[src/rtl/decode_issue_if.sv]
// Fetch / register-file / ALU-operand bundle seen by the decode_issue stage.
// decode_issue connects through the slave modport; fetch, regfile and ALU models use master.
interface decode_issue_if;
  logic        ir_valid_i;
  logic [31:0] ir_i;
  logic [31:0] pc_i;
  logic        ir_ready_o;
  logic [4:0]  rs1_addr_o;
  logic [4:0]  rs2_addr_o;
  logic [31:0] rs1_data_i;
  logic [31:0] rs2_data_i;
  logic [31:0] readd_a_o;
  logic [31:0] readd_b_o;
  logic [31:0] readd_pass_o;
  logic        readin_a_o;
  logic        readin_b_o;
  logic        readin_pass_o;
  logic [2:0]  stage_o;
  logic [31:0] ir_o;
  logic [4:0]  itype_o;
  logic        illegal_o;

  modport slave (
    input  ir_valid_i, ir_i, pc_i, rs1_data_i, rs2_data_i,
    output ir_ready_o, rs1_addr_o, rs2_addr_o,
           readd_a_o, readd_b_o, readd_pass_o,
           readin_a_o, readin_b_o, readin_pass_o,
           stage_o, ir_o, itype_o, illegal_o
  );

  modport master (
    output ir_valid_i, ir_i, pc_i, rs1_data_i, rs2_data_i,
    input  ir_ready_o, rs1_addr_o, rs2_addr_o,
           readd_a_o, readd_b_o, readd_pass_o,
           readin_a_o, readin_b_o, readin_pass_o,
           stage_o, ir_o, itype_o, illegal_o
  );
endinterface

[src/rtl/decode_issue.sv]
// Decode/operand-issue stage of the Pillar RV32I core; owns the 5-stage counter.
// DECODE_FASTFETCH_EN: also accept in WRITEBACK and jump 4 -> 1 (4 cycles/instruction).
`ifndef RTYPE
`define RTYPE 5'd1
`endif
`ifndef ITYPE
`define ITYPE 5'd2
`endif
`ifndef STYPE
`define STYPE 5'd3
`endif
`ifndef BTYPE
`define BTYPE 5'd4
`endif
`ifndef UTYPE
`define UTYPE 5'd5
`endif
`ifndef JTYPE
`define JTYPE 5'd6
`endif

module decode_issue (
  input logic            clk,
  input logic            reset,
  decode_issue_if.slave  bus
);

  // stage     | meaning
  // S_FETCH   | waiting for an instruction word
  // S_DECODE  | classify IR, read regfile, register operands
  // S_ISSUE   | load strobes high, operands valid for the ALU
  // S_EXEC    | ALU computes
  // S_WB      | writeback
  typedef enum logic [2:0] {
    S_FETCH  = 3'd0,
    S_DECODE = 3'd1,
    S_ISSUE  = 3'd2,
    S_EXEC   = 3'd3,
    S_WB     = 3'd4
  } stage_e;

  stage_e      stage_q;
  logic [31:0] ir_q;
  logic [31:0] pc_q;
  logic [31:0] a_q;
  logic [31:0] b_q;
  logic [31:0] pass_q;
  logic [4:0]  itype_q;
  logic        sa_q;
  logic        sb_q;
  logic        sp_q;
  logic        illegal_q;

  logic        fetch_stage;
  logic        accept;
  logic [6:0]  opcode;
  logic [31:0] rs1_val;
  logic [31:0] rs2_val;
  logic [31:0] imm_i;
  logic [31:0] imm_s;
  logic [31:0] imm_b;
  logic [31:0] imm_u;
  logic [31:0] imm_j;
  logic [31:0] a_d;
  logic [31:0] b_d;
  logic [31:0] pass_d;
  logic [4:0]  itype_d;
  logic        sa_d;
  logic        sb_d;
  logic        sp_d;
  logic        legal_d;

`ifdef DECODE_FASTFETCH_EN
  assign fetch_stage = (stage_q == S_FETCH) || (stage_q == S_WB);
`else
  assign fetch_stage = (stage_q == S_FETCH);
`endif

  assign bus.ir_ready_o = fetch_stage && !reset;
  assign accept         = bus.ir_valid_i && bus.ir_ready_o;

  assign bus.rs1_addr_o = ir_q[19:15];
  assign bus.rs2_addr_o = ir_q[24:20];

  // x0 always reads as zero, whatever the regfile returns
  assign rs1_val = (ir_q[19:15] == 5'd0) ? 32'd0 : bus.rs1_data_i;
  assign rs2_val = (ir_q[24:20] == 5'd0) ? 32'd0 : bus.rs2_data_i;

  assign opcode = ir_q[6:0];
  assign imm_i  = {{20{ir_q[31]}}, ir_q[31:20]};
  assign imm_s  = {{20{ir_q[31]}}, ir_q[31:25], ir_q[11:7]};
  assign imm_b  = {{19{ir_q[31]}}, ir_q[31], ir_q[7], ir_q[30:25], ir_q[11:8], 1'b0};
  assign imm_u  = {ir_q[31:12], 12'd0};
  assign imm_j  = {{11{ir_q[31]}}, ir_q[31], ir_q[19:12], ir_q[20], ir_q[30:21], 1'b0};

  always_comb begin
    a_d     = 32'd0;
    b_d     = 32'd0;
    pass_d  = 32'd0;
    itype_d = 5'd0;
    sa_d    = 1'b0;
    sb_d    = 1'b0;
    sp_d    = 1'b0;
    legal_d = 1'b1;
    case (opcode)
      7'b0110011: begin
        itype_d = `RTYPE;
        a_d = rs1_val;
        b_d = rs2_val;
        sa_d = 1'b1;
        sb_d = 1'b1;
      end
      7'b0010011, 7'b0000011, 7'b1100111: begin
        itype_d = `ITYPE;
        a_d = rs1_val;
        b_d = imm_i;
        sa_d = 1'b1;
        sb_d = 1'b1;
      end
      7'b0100011: begin
        itype_d = `STYPE;
        a_d = rs1_val;
        b_d = imm_s;
        pass_d = rs2_val;
        sa_d = 1'b1;
        sb_d = 1'b1;
        sp_d = 1'b1;
      end
      7'b1100011: begin
        itype_d = `BTYPE;
        a_d = rs1_val;
        b_d = rs2_val;
        pass_d = imm_b;
        sa_d = 1'b1;
        sb_d = 1'b1;
        sp_d = 1'b1;
      end
      7'b0110111: begin
        itype_d = `UTYPE;
        a_d = 32'd0;
        b_d = imm_u;
        sa_d = 1'b1;
        sb_d = 1'b1;
      end
      7'b0010111: begin
        itype_d = `UTYPE;
        a_d = pc_q;
        b_d = imm_u;
        sa_d = 1'b1;
        sb_d = 1'b1;
      end
      7'b1101111: begin
        itype_d = `JTYPE;
        a_d = pc_q;
        b_d = imm_j;
        pass_d = pc_q + 32'd4;
        sa_d = 1'b1;
        sb_d = 1'b1;
        sp_d = 1'b1;
      end
      default: legal_d = 1'b0;
    endcase
  end

  always_ff @(posedge clk) begin
    if (reset) begin
      stage_q   <= S_FETCH;
      ir_q      <= 32'd0;
      pc_q      <= 32'd0;
      a_q       <= 32'd0;
      b_q       <= 32'd0;
      pass_q    <= 32'd0;
      itype_q   <= 5'd0;
      sa_q      <= 1'b0;
      sb_q      <= 1'b0;
      sp_q      <= 1'b0;
      illegal_q <= 1'b0;
    end else begin
      sa_q      <= 1'b0;
      sb_q      <= 1'b0;
      sp_q      <= 1'b0;
      illegal_q <= 1'b0;
      case (stage_q)
        S_FETCH: begin
          if (accept) begin
            ir_q    <= bus.ir_i;
            pc_q    <= bus.pc_i;
            stage_q <= S_DECODE;
          end
        end
        S_DECODE: begin
          if (legal_d) begin
            // operands not used by this class keep their previous value
            if (sa_d) a_q <= a_d;
            if (sb_d) b_q <= b_d;
            if (sp_d) pass_q <= pass_d;
            itype_q <= itype_d;
            sa_q    <= sa_d;
            sb_q    <= sb_d;
            sp_q    <= sp_d;
            stage_q <= S_ISSUE;
          end else begin
            illegal_q <= 1'b1;
            stage_q   <= S_FETCH;
          end
        end
        S_ISSUE: stage_q <= S_EXEC;
        S_EXEC:  stage_q <= S_WB;
        S_WB: begin
          if (accept) begin
            ir_q    <= bus.ir_i;
            pc_q    <= bus.pc_i;
            stage_q <= S_DECODE;
          end else begin
            stage_q <= S_FETCH;
          end
        end
        default: stage_q <= S_FETCH;
      endcase
    end
  end

  assign bus.stage_o       = stage_q;
  assign bus.ir_o          = ir_q;
  assign bus.itype_o       = itype_q;
  assign bus.readd_a_o     = a_q;
  assign bus.readd_b_o     = b_q;
  assign bus.readd_pass_o  = pass_q;
  assign bus.readin_a_o    = sa_q;
  assign bus.readin_b_o    = sb_q;
  assign bus.readin_pass_o = sp_q;
  assign bus.illegal_o     = illegal_q;

endmodule

[src/flat_wrapper.sv]
// flat-port wrapper written by rule: the top's interface ports become plain ports
module decode_issue_flat 
  (clk, reset, bus_ir_valid_i, bus_ir_i, bus_pc_i, bus_rs1_data_i, bus_rs2_data_i, bus_ir_ready_o, bus_rs1_addr_o, bus_rs2_addr_o, bus_readd_a_o, bus_readd_b_o, bus_readd_pass_o, bus_readin_a_o, bus_readin_b_o, bus_readin_pass_o, bus_stage_o, bus_ir_o, bus_itype_o, bus_illegal_o);
  decode_issue_if bus_i ();
  input logic clk;
  input logic reset;
  input wire logic [$bits(bus_i.ir_valid_i)-1:0] bus_ir_valid_i;
  input wire logic [$bits(bus_i.ir_i)-1:0] bus_ir_i;
  input wire logic [$bits(bus_i.pc_i)-1:0] bus_pc_i;
  input wire logic [$bits(bus_i.rs1_data_i)-1:0] bus_rs1_data_i;
  input wire logic [$bits(bus_i.rs2_data_i)-1:0] bus_rs2_data_i;
  output wire logic [$bits(bus_i.ir_ready_o)-1:0] bus_ir_ready_o;
  output wire logic [$bits(bus_i.rs1_addr_o)-1:0] bus_rs1_addr_o;
  output wire logic [$bits(bus_i.rs2_addr_o)-1:0] bus_rs2_addr_o;
  output wire logic [$bits(bus_i.readd_a_o)-1:0] bus_readd_a_o;
  output wire logic [$bits(bus_i.readd_b_o)-1:0] bus_readd_b_o;
  output wire logic [$bits(bus_i.readd_pass_o)-1:0] bus_readd_pass_o;
  output wire logic [$bits(bus_i.readin_a_o)-1:0] bus_readin_a_o;
  output wire logic [$bits(bus_i.readin_b_o)-1:0] bus_readin_b_o;
  output wire logic [$bits(bus_i.readin_pass_o)-1:0] bus_readin_pass_o;
  output wire logic [$bits(bus_i.stage_o)-1:0] bus_stage_o;
  output wire logic [$bits(bus_i.ir_o)-1:0] bus_ir_o;
  output wire logic [$bits(bus_i.itype_o)-1:0] bus_itype_o;
  output wire logic [$bits(bus_i.illegal_o)-1:0] bus_illegal_o;
  assign bus_i.ir_valid_i = bus_ir_valid_i;
  assign bus_i.ir_i = bus_ir_i;
  assign bus_i.pc_i = bus_pc_i;
  assign bus_i.rs1_data_i = bus_rs1_data_i;
  assign bus_i.rs2_data_i = bus_rs2_data_i;
  assign bus_ir_ready_o = bus_i.ir_ready_o;
  assign bus_rs1_addr_o = bus_i.rs1_addr_o;
  assign bus_rs2_addr_o = bus_i.rs2_addr_o;
  assign bus_readd_a_o = bus_i.readd_a_o;
  assign bus_readd_b_o = bus_i.readd_b_o;
  assign bus_readd_pass_o = bus_i.readd_pass_o;
  assign bus_readin_a_o = bus_i.readin_a_o;
  assign bus_readin_b_o = bus_i.readin_b_o;
  assign bus_readin_pass_o = bus_i.readin_pass_o;
  assign bus_stage_o = bus_i.stage_o;
  assign bus_ir_o = bus_i.ir_o;
  assign bus_itype_o = bus_i.itype_o;
  assign bus_illegal_o = bus_i.illegal_o;
  decode_issue u_core (.clk(clk), .reset(reset), .bus(bus_i));
endmodule
[config.mk]
export PLATFORM = sky130hd
export DESIGN_NAME = decode_issue_flat
export DESIGN_NICKNAME = d
export VERILOG_FILES = /design/src/rtl/decode_issue_if.sv /design/src/rtl/decode_issue.sv /design/src/flat_wrapper.sv
export SDC_FILE = /design/constraint.sdc
export NUM_CORES = 1
export LEC_CHECK = 0
export CELL_PAD_IN_SITES_DETAIL_PLACEMENT = 0
export CELL_PAD_IN_SITES_GLOBAL_PLACEMENT = 1
export CORE_AREA = 2 2 181 183
export DETAILED_ROUTE_END_ITERATION = 10
export DIE_AREA = 0 0 183 185
export DONT_BUFFER_PORTS = 1
export PLACE_DENSITY_LB_ADDON = 0.1
export SLEW_MARGIN = 20
export SYNTH_ARGS = -nofsm -noshare
export SYNTH_HDL_FRONTEND = slang
export SYNTH_SLANG_ARGS = --single-unit
[constraint.sdc]
create_clock -name clk -period 3.1 [get_ports clk]
set_clock_uncertainty 0.15 [all_clocks]
set_input_delay 0.62 -clock clk [delete_from_list [all_inputs] [get_ports clk]]
set_output_delay 0.62 -clock clk [all_outputs]
set_load 0.02 [all_outputs]
==> impl_metrics.json, run 1 <==
{
  "place_ws_ns": 0.531,
  "setup_viol": 0,
  "max-vdd-ir-drop_uv": 383,
  "min_path_cells": 1,
  "cts_max_level": 4,
  "rsz0062_at_grt": "false",
  "post-cts-setup-buffers": 0,
  "syn_inst": 954,
  "worst_path_largest_cell_delay_ns": 0.53,
  "ys_ff_latch": 169,
  "fin_cells": 1323,
  "root_buffer": "clkbuf_16",
  "min_to": "u_core.bus.stage_o[2]",
  "min_period_over_period_pct": 82.9,
  "antenna_found_initial": 1,
  "power_mw": 4.88,
  "grt_usage_pct": 20.0,
  "ff2ff_path_depth": 6,
  "ys_warn_count": 0,
  "arrival_ns": 2.71,
  "totalWireLength_mm": 34.1,
  "worstHoldPathType": "in2reg",
  "ctsHoldBuffers": 0,
  "clock_latency_ns": 0.44,
  "cts_made_buffers": 17,
  "start_kind": "register",
  "worst_slew_pin_slew_ns": 0.901,
  "cts_tree": "built",
  "io_pins": 282,
  "grt_pass1_wl_mm": 49.4,
  "hold_viol_final": 0,
  "drc": 0,
  "min_period_ns": 2.57,
  "max_cap_violations": 0,
  "reg2reg_to": "u_core.bus.readd_b_o[18]",
  "r2r_setup_slack_ns": 0.53,
  "drv_slew": 0,
  "wl_per_cell_um": 25.7,
  "syn_area_um2": 7860,
  "place_inst": 1290,
  "synth-main-ff-cell": "dfxtp_1",
  "setup_slack_ns": 0.530,
  "place_area_um2": 8190,
  "clock_path_buffers": 2,
  "cp.required_ns": 3.24,
  "synth_edf_count": 0,
  "place_congestion": 0.760,
  "worstPathMaxFanout": 41,
  "worstHoldStart": "reset",
  "p_per_area_nw_per_um2": 556,
  "ant_nets": 0,
  "slowest_stage": "nor3_2",
  "crit_start": "u_core.bus.ir_o[0]",
  "synth_seq_area_share_pct": 43.0,
  "worst-setup-path-type": "reg2reg",
  "core-area_um2": 32000,
  "port_buffers": 0,
  "drive_above_1_share_pct": 8.64,
  "tns_ns": 0,
  "r2r_start": "u_core.bus.ir_o[0]",
  "grt_overflow_total": 0,
  "fmax_mhz": 389,
  "start_util_pct": 24.5,
  "viasPerCell": 5.28,
  "dr_total_vias": 6991,
  "grt_pass1_vias": 7042,
  "p_leak_nw": 3.11,
  "grt_max_degree": 172,
  "critical_path.endpoint_type": "register",
  "dieArea_um2": 33900,
  "clock_sinks": 169,
  "cts_resized": 0,
  "drt_iter0_drc": 359,
  "synthToLayoutAreaGrowth_pct": 11.6,
  "drt-pass1-iter-count": 5,
  "outcome": "finished, final reports clean",
  "chipHeight_um": 185,
  "nNetsFinal": 1033,
  "syn_area_per_cell_um2": 8.24,
  "hpwlAfterDp_mm": 23.9,
  "yosysUniqueCellTypes": 58,
  "maxSlewHeadroom_pct": 39.5,
  "core.rowCount": 66,
  "ys_async_sr_fraction_pct": 0,
  "clkTransAtPathRegs_ns": 0.07,
  "crit_chain": "nand2_1, nor3_2, o31ai_4, buf_12, a21oi_2, a211oi_1",
  "die_x_um": 183,
  "final_area_um2": 8780
}
-- cells in the mapped netlist, types with 2 or more instances --
library cell / count / area [µm²]
clkbuf_1: 66 / 248
a31oi_1: 18 / 113
a311oi_1: 15 / 131
a211oi_1: 45 / 338
o211ai_1: 7 / 52.6
buf_1: 6 / 22.5
nor2_1: 110 / 413
nor2b_1: 2 / 12.5
inv_1: 4 / 15.0
and4_1: 6 / 52.6
nor3_1: 46 / 230
o31a_1: 8 / 70.1
nand2_1: 153 / 574
o211a_1: 2 / 20.0
dfxtp_1: 169 / 3380
o31ai_1: 4 / 30.0
nor3b_1: 2 / 15.0
and4b_1: 2 / 20.0
nor4_1: 10 / 62.6
buf_2: 19 / 95.1
nand4_1: 10 / 62.6
or4_1: 7 / 52.6
nand3b_1: 61 / 458
and2_1: 3 / 18.8
a221oi_1: 33 / 289
and3_1: 10 / 62.6
o21ai_0: 10 / 50.1
nand2b_1: 2 / 12.5
nand3_1: 21 / 105
and3b_1: 2 / 17.5
xor2_1: 3 / 26.3
buf_4: 15 / 113
xnor2_1: 12 / 105
a32oi_1: 33 / 289
a21oi_1: 15 / 75.1
-- area by class of cell --
type / instances / area, µm²
diodes: 1 / 2.50
clock buffers: 21 / 470
clock inverters: 11 / 113
fillers: 3521 / 23300
inverters: 4 / 15.0
multi-input cells: 675 / 3990
flip-flops and latches: 169 / 3380
well taps: 408 / 510
repair buffers: 34 / 293
-- state kept, by name, summed over array words and instances, names as in the netlist, 3 cells and up --
signal and flops:
u_core.bus.readd_b_o 32, u_core.bus.itype_o 3, u_core.bus.readd_a_o 32, u_core.bus.stage_o 3
u_core.bus.ir_o 32, u_core.pc_q 32, u_core.bus.readd_pass_o 32
-- logic make-up (layout without fill, tap and decap cells) --
family / Yosys count / count (layout) / share of synthesized area [%]
flip-flops: 169 / 169 / 43.0
AO/OA/AOI/OAI: 201 / 201 / 19.9
buffers and inverters: 111 / 70 / 6.41
adder cells (fa/ha/maj): 1 / 1 / 0.159
XOR/XNOR: 15 / 15 / 1.67
AND/OR/NAND/NOR: 456 / 456 / 28.8
other: 1 / 3 / 0.0477
-- power breakdown --
part / switching [mW] / internal (mW) / leakage [nW] / total [mW]
clock: 1.01 / 1.18 / 0.273 / 2.20
sequential: 0.151 / 2.24 / 1.37 / 2.39
combinational: 0.200 / 0.0979 / 1.47 / 0.298
-- worst max-delay path, delay by kind of cell, from the launching register on --
kind,cells,cell delay [ns]
flops,1,0.52
compound gates,3,0.76
simple gates,2,0.77
buf+inv,1,0.20
-- how the worst max path moves through the flow --
stage                             endpoint  cells past startpoint
5_1_grt        u_core.bus.readd_pass_o[18]                      5
3_5_place_dp   u_core.bus.readd_pass_o[18]                      5
2_1_floorplan          u_core.bus.ir_o[20]                      8
3_3_place_gp      u_core.bus.readd_b_o[21]                      5
6_report          u_core.bus.readd_b_o[18]                      6
4_1_cts        u_core.bus.readd_pass_o[18]                      5
-- metal layers --
layer	track usage (%)	vias to the layer above	routed length [µm]
li1	-	3381	-
met1	24.5	3349	14500
met2	31.7	230	15700
met3	8.38	31	3250
met4	6.40	0	640
met5	0	-	0
-- stage by stage --
stage	hold slack [ns]	util, %
global route	0.0941	27.4
detailed placement	0.376	25.6
floorplan	0.312	-
CTS	0.0857	27.4
global placement	0.364	25.5
finish	0.110	27.4
-- cells in the final DEF, fill, tap and decap left out, drive strengths merged, types with 16 or more instances in the layout --
cell / count
a211oi: 45
a21oi: 16
a221oi: 33
a31oi: 18
a32oi: 33
buf: 34
clkbuf: 21
dfxtp: 169
nand2: 153
nand3: 21
nand3b: 62
nor2: 110
nor3: 47
No activity file was read; power rests on OpenSTA's default activity.
==> run 2: changes to the inputs <==
Settings changed: ABC_AREA set to 1, CORE_AREA 2 2 181 183 to 2 2 196 198, DIE_AREA 0 0 183 185 to 0 0 198 200.
Clock period 3.1 ns to 2.2 ns, I/O delays scaled along.
==> impl_metrics.json, run 2 <==
{
  "worst_slew_pin_slew_ns": 0.641,
  "synth_most_common_cell": "nand2_1",
  "place_congestion": 0.838,
  "start_util_pct": 24.8,
  "antenna_found_initial": 0,
  "arrival_ns": 2.29,
  "drt_iter0_drc": 608,
  "fill_cells": 4224,
  "ys_warn_count": 0,
  "start_kind": "register",
  "max_cap_violations": 0,
  "hpwlAfterDp_mm": 29.8,
  "yosys-top-cells-count": "nand2_1 (559), nor2_1 (262), inv_1 (188)",
  "synth_top_area_share_pct": 36.5,
  "drt-pass1-iter-count": 7,
  "yosysUniqueCellTypes": 32,
  "drc": 0,
  "cp.required_ns": 2.42,
  "crit_chain": "ha_1, nand2_1, nor2_2, nand2_1, inv_1, nand2_1, nand3_1, o211ai_1, nor2_1, nor2_1",
  "p_seq_share_pct": 46.1,
  "dr_total_vias": 9319,
  "viasPerCell": 4.37,
  "core-area_um2": 37400,
  "syn_area_per_cell_um2": 5.97,
  "synth_area_leaders": "dfxtp_1 (37%), nand2_1 (23%), nor2_1 (11%), inv_1 (7.6%), nand3_1 (7.1%)",
  "clock_sinks": 169,
  "post-cts-setup-buffers": 0,
  "place_inst": 2036,
  "fin_cells": 2133,
  "final_cell_mix": "nand2_1 (559), nor2_1 (259), inv_1 (188)",
  "worstHoldPathType": "in2reg",
  "ys_ff_latch": 169,
  "power.switching_mw": 2.13,
  "grt_overflow_total": 0,
  "dieArea_um2": 39600,
  "max-vdd-ir-drop_uv": 570,
  "synth_seq_area_share_pct": 36.5,
  "drive_above_1_share_pct": 7.64,
  "port_buffers": 0,
  "wl_per_cell_um": 18.5,
  "hold_viol_final": 0,
  "nNetsFinal": 1741,
  "swShare_pct": 29.3,
  "min_period_over_period_pct": 93.9,
  "final_util_pct": 30.3,
  "synth_top_area_cell": "dfxtp_1",
  "grt_max_degree": 71,
  "grt_pass1_wl_mm": 58.7,
  "synthToLayoutAreaGrowth_pct": 22.3,
  "p_per_area_nw_per_um2": 641,
  "final_common_cell": "nand2_1",
  "critical_path.endpoint_type": "register",
  "slowest_stage": "dfxtp_1",
  "maxSlewHeadroom_pct": 57.3,
  "rsz0062_at_grt": "true",
  "io_pins": 282,
  "combPwrFrac_pct": 11.6,
  "clkTransAtPathRegs_ns": 0.08,
  "totalWireLength_mm": 39.5,
  "worst_path_largest_cell_delay_ns": 0.42,
  "final_area_um2": 11300,
  "clock_latency_ns": 0.47,
  "grt_usage_pct": 20.2,
  "crit_path_frequent_cell": "nand2_1",
  "outcome": "finished, final reports clean",
  "fmax_mhz": 484,
  "syn_inst": 1552,
  "p_leak_nw": 5.48,
  "ys_async_sr_fraction_pct": 0,
  "p_int_mw": 5.13,
  "drv_slew": 0,
  "cts_tree": "built",
  "synth_edf_count": 0,
  "min_period_ns": 2.07,
  "synth-main-ff-cell": "dfxtp_1",
  "chipHeight_um": 200,
  "place_area_um2": 10100,
  "clock_path_buffers": 2,
  "die_x_um": 198,
  "cts_made_buffers": 17,
  "diodes": 0,
  "core.rowCount": 71,
  "ant_nets": 0,
  "worstPathMaxFanout": 5,
  "root_buffer": "clkbuf_16",
  "p_clk_share_pct": 42.4,
  "worst-setup-path-type": "reg2reg",
  "syn_area_um2": 9260,
  "cts_max_level": 4,
  "grt_pass1_vias": 9199,
  "setup_viol": 0
}
run 2: cell types whose count changed in the layout (fill, tap and decap cells not counted), moves of 42 or more:
cell / previous run / this run
a211oi_1: 45 / 0
dlygate4sd3_1: 0 / 64
inv_1: 4 / 188
nand2_1: 151 / 559
nand3_1: 21 / 130
nand3b_1: 61 / 1
nor2_1: 110 / 259
nor3_1: 45 / 3
o31ai_1: 4 / 46
run 2: logic make-up after synthesis:
group / Yosys count / share of synthesized area, %
adders and majority gates: 1 / 0.135
buffers and inverters: 288 / 13.1
AOI/OAI and AO/OA: 115 / 7.88
and+or+nand+nor: 978 / 42.3
other: 1 / 0.0405
DFF: 169 / 36.5
run 2: cell type report:
cell class / count / area, µm² / share of cell area, %
clock buffers: 23 / 488 / 4.31
clock inverters: 9 / 88.8 / 0.784
inverters: 195 / 733 / 6.47
multi-input cells: 1096 / 4700 / 41.5
flip-flops and latches: 169 / 3380 / 29.9
well taps: 511 / 639 / 5.64
repair buffers: 130 / 1290 / 11.4
run 2: metal layers:
layer / wire length, µm / global-route usage [%] / vias to the layer above
met5: 0 / 0 / -
met4: 658 / 5.85 / 0
met3: 2580 / 5.68 / 31
met2: 18200 / 33.1 / 245
met1: 18000 / 25.9 / 4175
li1: - / - / 4868
run 2: critical path, delay by kind of cell, from the launching register on:
family	cells	cell delay (ns)
AOI/OAI and AO/OA	1	0.12
adders and majority gates	1	0.21
buffers and inverters	1	0.19
DFF	1	0.42
and+or+nand+nor	7	0.88
run 2: what timing repair did:
action	4_1_cts	5_1_grt
resized for setup	0	4
setup endpoints to repair	0	7
hold endpoints to repair	69	0
hold buffers	65	0
run 2: power groups by stage:
stage	Sequential (mW)	Combinational, mW	Clock, mW
floorplan	3.40	0.467	0
global placement	3.41	0.733	0
detailed placement	3.42	0.730	0
CTS	3.34	0.855	3.20
global route	3.36	0.945	3.33
finish	3.34	0.839	3.08
run 2: worst paths after layout:
kind                             from                           to  slack [ns]  depth (start not counted)
setup reg to reg       u_core.pc_q[3]  u_core.bus.readd_pass_o[10]        0.13                         10
hold reg to reg   u_core.bus.ir_o[19]          u_core.bus.ir_o[19]        0.34                          2
setup / recovery       u_core.pc_q[3]  u_core.bus.readd_pass_o[10]        0.13                         10
hold / removal      bus_rs2_data_i[7]      u_core.bus.readd_b_o[7]        0.10                          4
run 2: stage by stage:
| step | setup TNS [ns] | hold slack (ns) | power (mW) | setup WS, ns |
|---|---|---|---|---|
| global route | -0.0215 | 0.103 | 7.64 | -0.0179 |
| floorplan | 0 | 0.310 | 3.87 | 0.276 |
| CTS | 0 | 0.0750 | 7.40 | 0.0315 |
| detailed placement | 0 | 0.331 | 4.15 | 0.0524 |
| finish | 0 | 0.103 | 7.26 | 0.133 |
| global placement | 0 | 0.330 | 4.15 | 0.0899 |
==> run 3: changes to the inputs <==
Settings changed: CTS_BUF_LIST set to sky130_fd_sc_hd__clkbuf_8.
==> impl_metrics.json, run 3 (synthesized netlist as in run 2, its figures left out) <==
{
  "final_cell_mix": "nand2_1 (559), nor2_1 (258), inv_1 (190)",
  "cts_tree": "built",
  "crit_chain": "ha_1, nand2_1, nor2_2, nand2_1, inv_1, nand2_1, nand3_1, o211ai_1, nor2_1, nor2_1",
  "dr_total_vias": 9378,
  "fill_cells": 4231,
  "drc": 0,
  "die_x_um": 198,
  "min_period_ns": 2.04,
  "arrival_ns": 2.32,
  "antenna_found_initial": 0,
  "final_common_cell": "nand2_1",
  "critPathTopFamily": "simple AND/OR/NAND/NOR gates",
  "fmax_mhz": 491,
  "worst-setup-path-type": "reg2reg",
  "ant_nets": 0,
  "cts_made_buffers": 17,
  "grt_pass1_wl_mm": 58.7,
  "max-vdd-ir-drop_uv": 407,
  "drt_iter0_drc": 523,
  "totalWireLength_mm": 39.5,
  "port_buffers": 0,
  "place_ws_ns": 0.0524,
  "critPathBufInv": 1,
  "setup_viol": 0,
  "multi_input_area_um2": 4700,
  "slowest_stage": "dfxtp_1",
  "drive_above_1_share_pct": 7.68,
  "outcome": "finished, final reports clean",
  "setup_slack_ns": 0.163,
  "start_kind": "register",
  "fin_cells": 2138,
  "root_buffer": "clkbuf_8",
  "worstPathMaxFanout": 5,
  "grt_pass1_vias": 9228,
  "clock_latency_ns": 0.52,
  "clock_path_buffers": 2,
  "rsz0062_at_grt": "true",
  "layout.area.seq_um2": 3380,
  "core.rowCount": 71,
  "dieArea_um2": 39600,
  "p_per_area_nw_per_um2": 581,
  "clock_sinks": 169,
  "place_congestion": 0.838,
  "worst_slew_pin_slew_ns": 0.645,
  "worstHoldPathType": "in2reg",
  "post-cts-setup-buffers": 0,
  "cp.required_ns": 2.48,
  "p_leak_nw": 5.42,
  "place_inst": 2036,
  "nNetsFinal": 1746,
  "wl_per_cell_um": 18.5,
  "diodes": 0,
  "grt_overflow_total": 0,
  "core-area_um2": 37400,
  "viasPerCell": 4.39,
  "maxSlewHeadroom_pct": 57.0,
  "critical_path.endpoint_type": "register",
  "grt_max_degree": 71,
  "worst_path_largest_cell_delay_ns": 0.42,
  "cts_max_level": 4,
  "drt-pass1-iter-count": 5,
  "start_util_pct": 24.8,
  "grt_usage_pct": 20.2,
  "crit_path_frequent_cell": "nand2_1",
  "hpwlAfterDp_mm": 29.8,
  "drv_slew": 0,
  "synthToLayoutAreaGrowth_pct": 20.7,
  "chipHeight_um": 200,
  "io_pins": 282,
  "clkTransAtPathRegs_ns": 0.11,
  "min_period_over_period_pct": 92.6,
  "max_cap_violations": 0,
  "hold_viol_final": 0
}
-- run 3: area by class of cell --
| class | instances | share of cell area (%) |
|---|---|---|
| multi-input combinational | 1096 | 42.0 |
| inverter | 195 | 6.56 |
| sequential | 169 | 30.3 |
| clock buffer | 21 | 2.58 |
| timing repair buffer | 135 | 12.0 |
| clock inverter | 11 | 0.861 |
| tap | 511 | 5.72 |
-- run 3: stage by stage --
stage / total power, mW / setup TNS, ns / util, % / hold WS (ns) / cell area [µm²]
global route: 6.86 / -0.0227 / 29.9 / 0.0221 / 11200
detailed placement: 4.15 / 0 / 26.9 / 0.331 / 10100
floorplan: 3.87 / 0 / - / 0.310 / 9270
CTS: 6.65 / 0 / 29.9 / 0.000858 / 11200
global placement: 4.15 / 0 / 26.9 / 0.330 / 10100
finish: 6.49 / 0 / 29.9 / 0.0516 / 11200
-- run 3: worst paths after layout --
path	startpoint	end	depth (start not counted)	slack, ns
max	u_core.pc_q[3]	u_core.bus.readd_pass_o[10]	10	0.16
max reg2reg	u_core.pc_q[3]	u_core.bus.readd_pass_o[10]	10	0.16
min	bus_rs2_data_i[9]	u_core.bus.readd_pass_o[9]	4	0.05
min reg2reg	u_core.bus.ir_o[19]	u_core.bus.ir_o[19]	2	0.35
-- run 3: power by group --
part	switching [mW]	internal, mW
registers	0.179	3.16
logic	0.557	0.291
clock network	1.29	1.01
total	2.03	4.47
-- run 3: timing repair --
action | CTS | global route
resized for setup | 0 | 4
endpoints found under the setup margin | 0 | 8
hold buffers | 70 | 0
hold endpoints to repair | 75 | 0
-- run 3: tightest hold or removal path, cell delays in order --
cell and delay (ns):
nand3_1 0.05, nand3_1 0.08, nor2_1 0.04, nor2_1 0.08
-- run 3: layer usage --
layer	wire (µm)	GRT usage [%]	share of wire, %
met1	18200	25.9	46
met2	18200	33.2	46
met3	2420	5.41	6.1
met5	0	0	0
met4	723	6.18	1.8
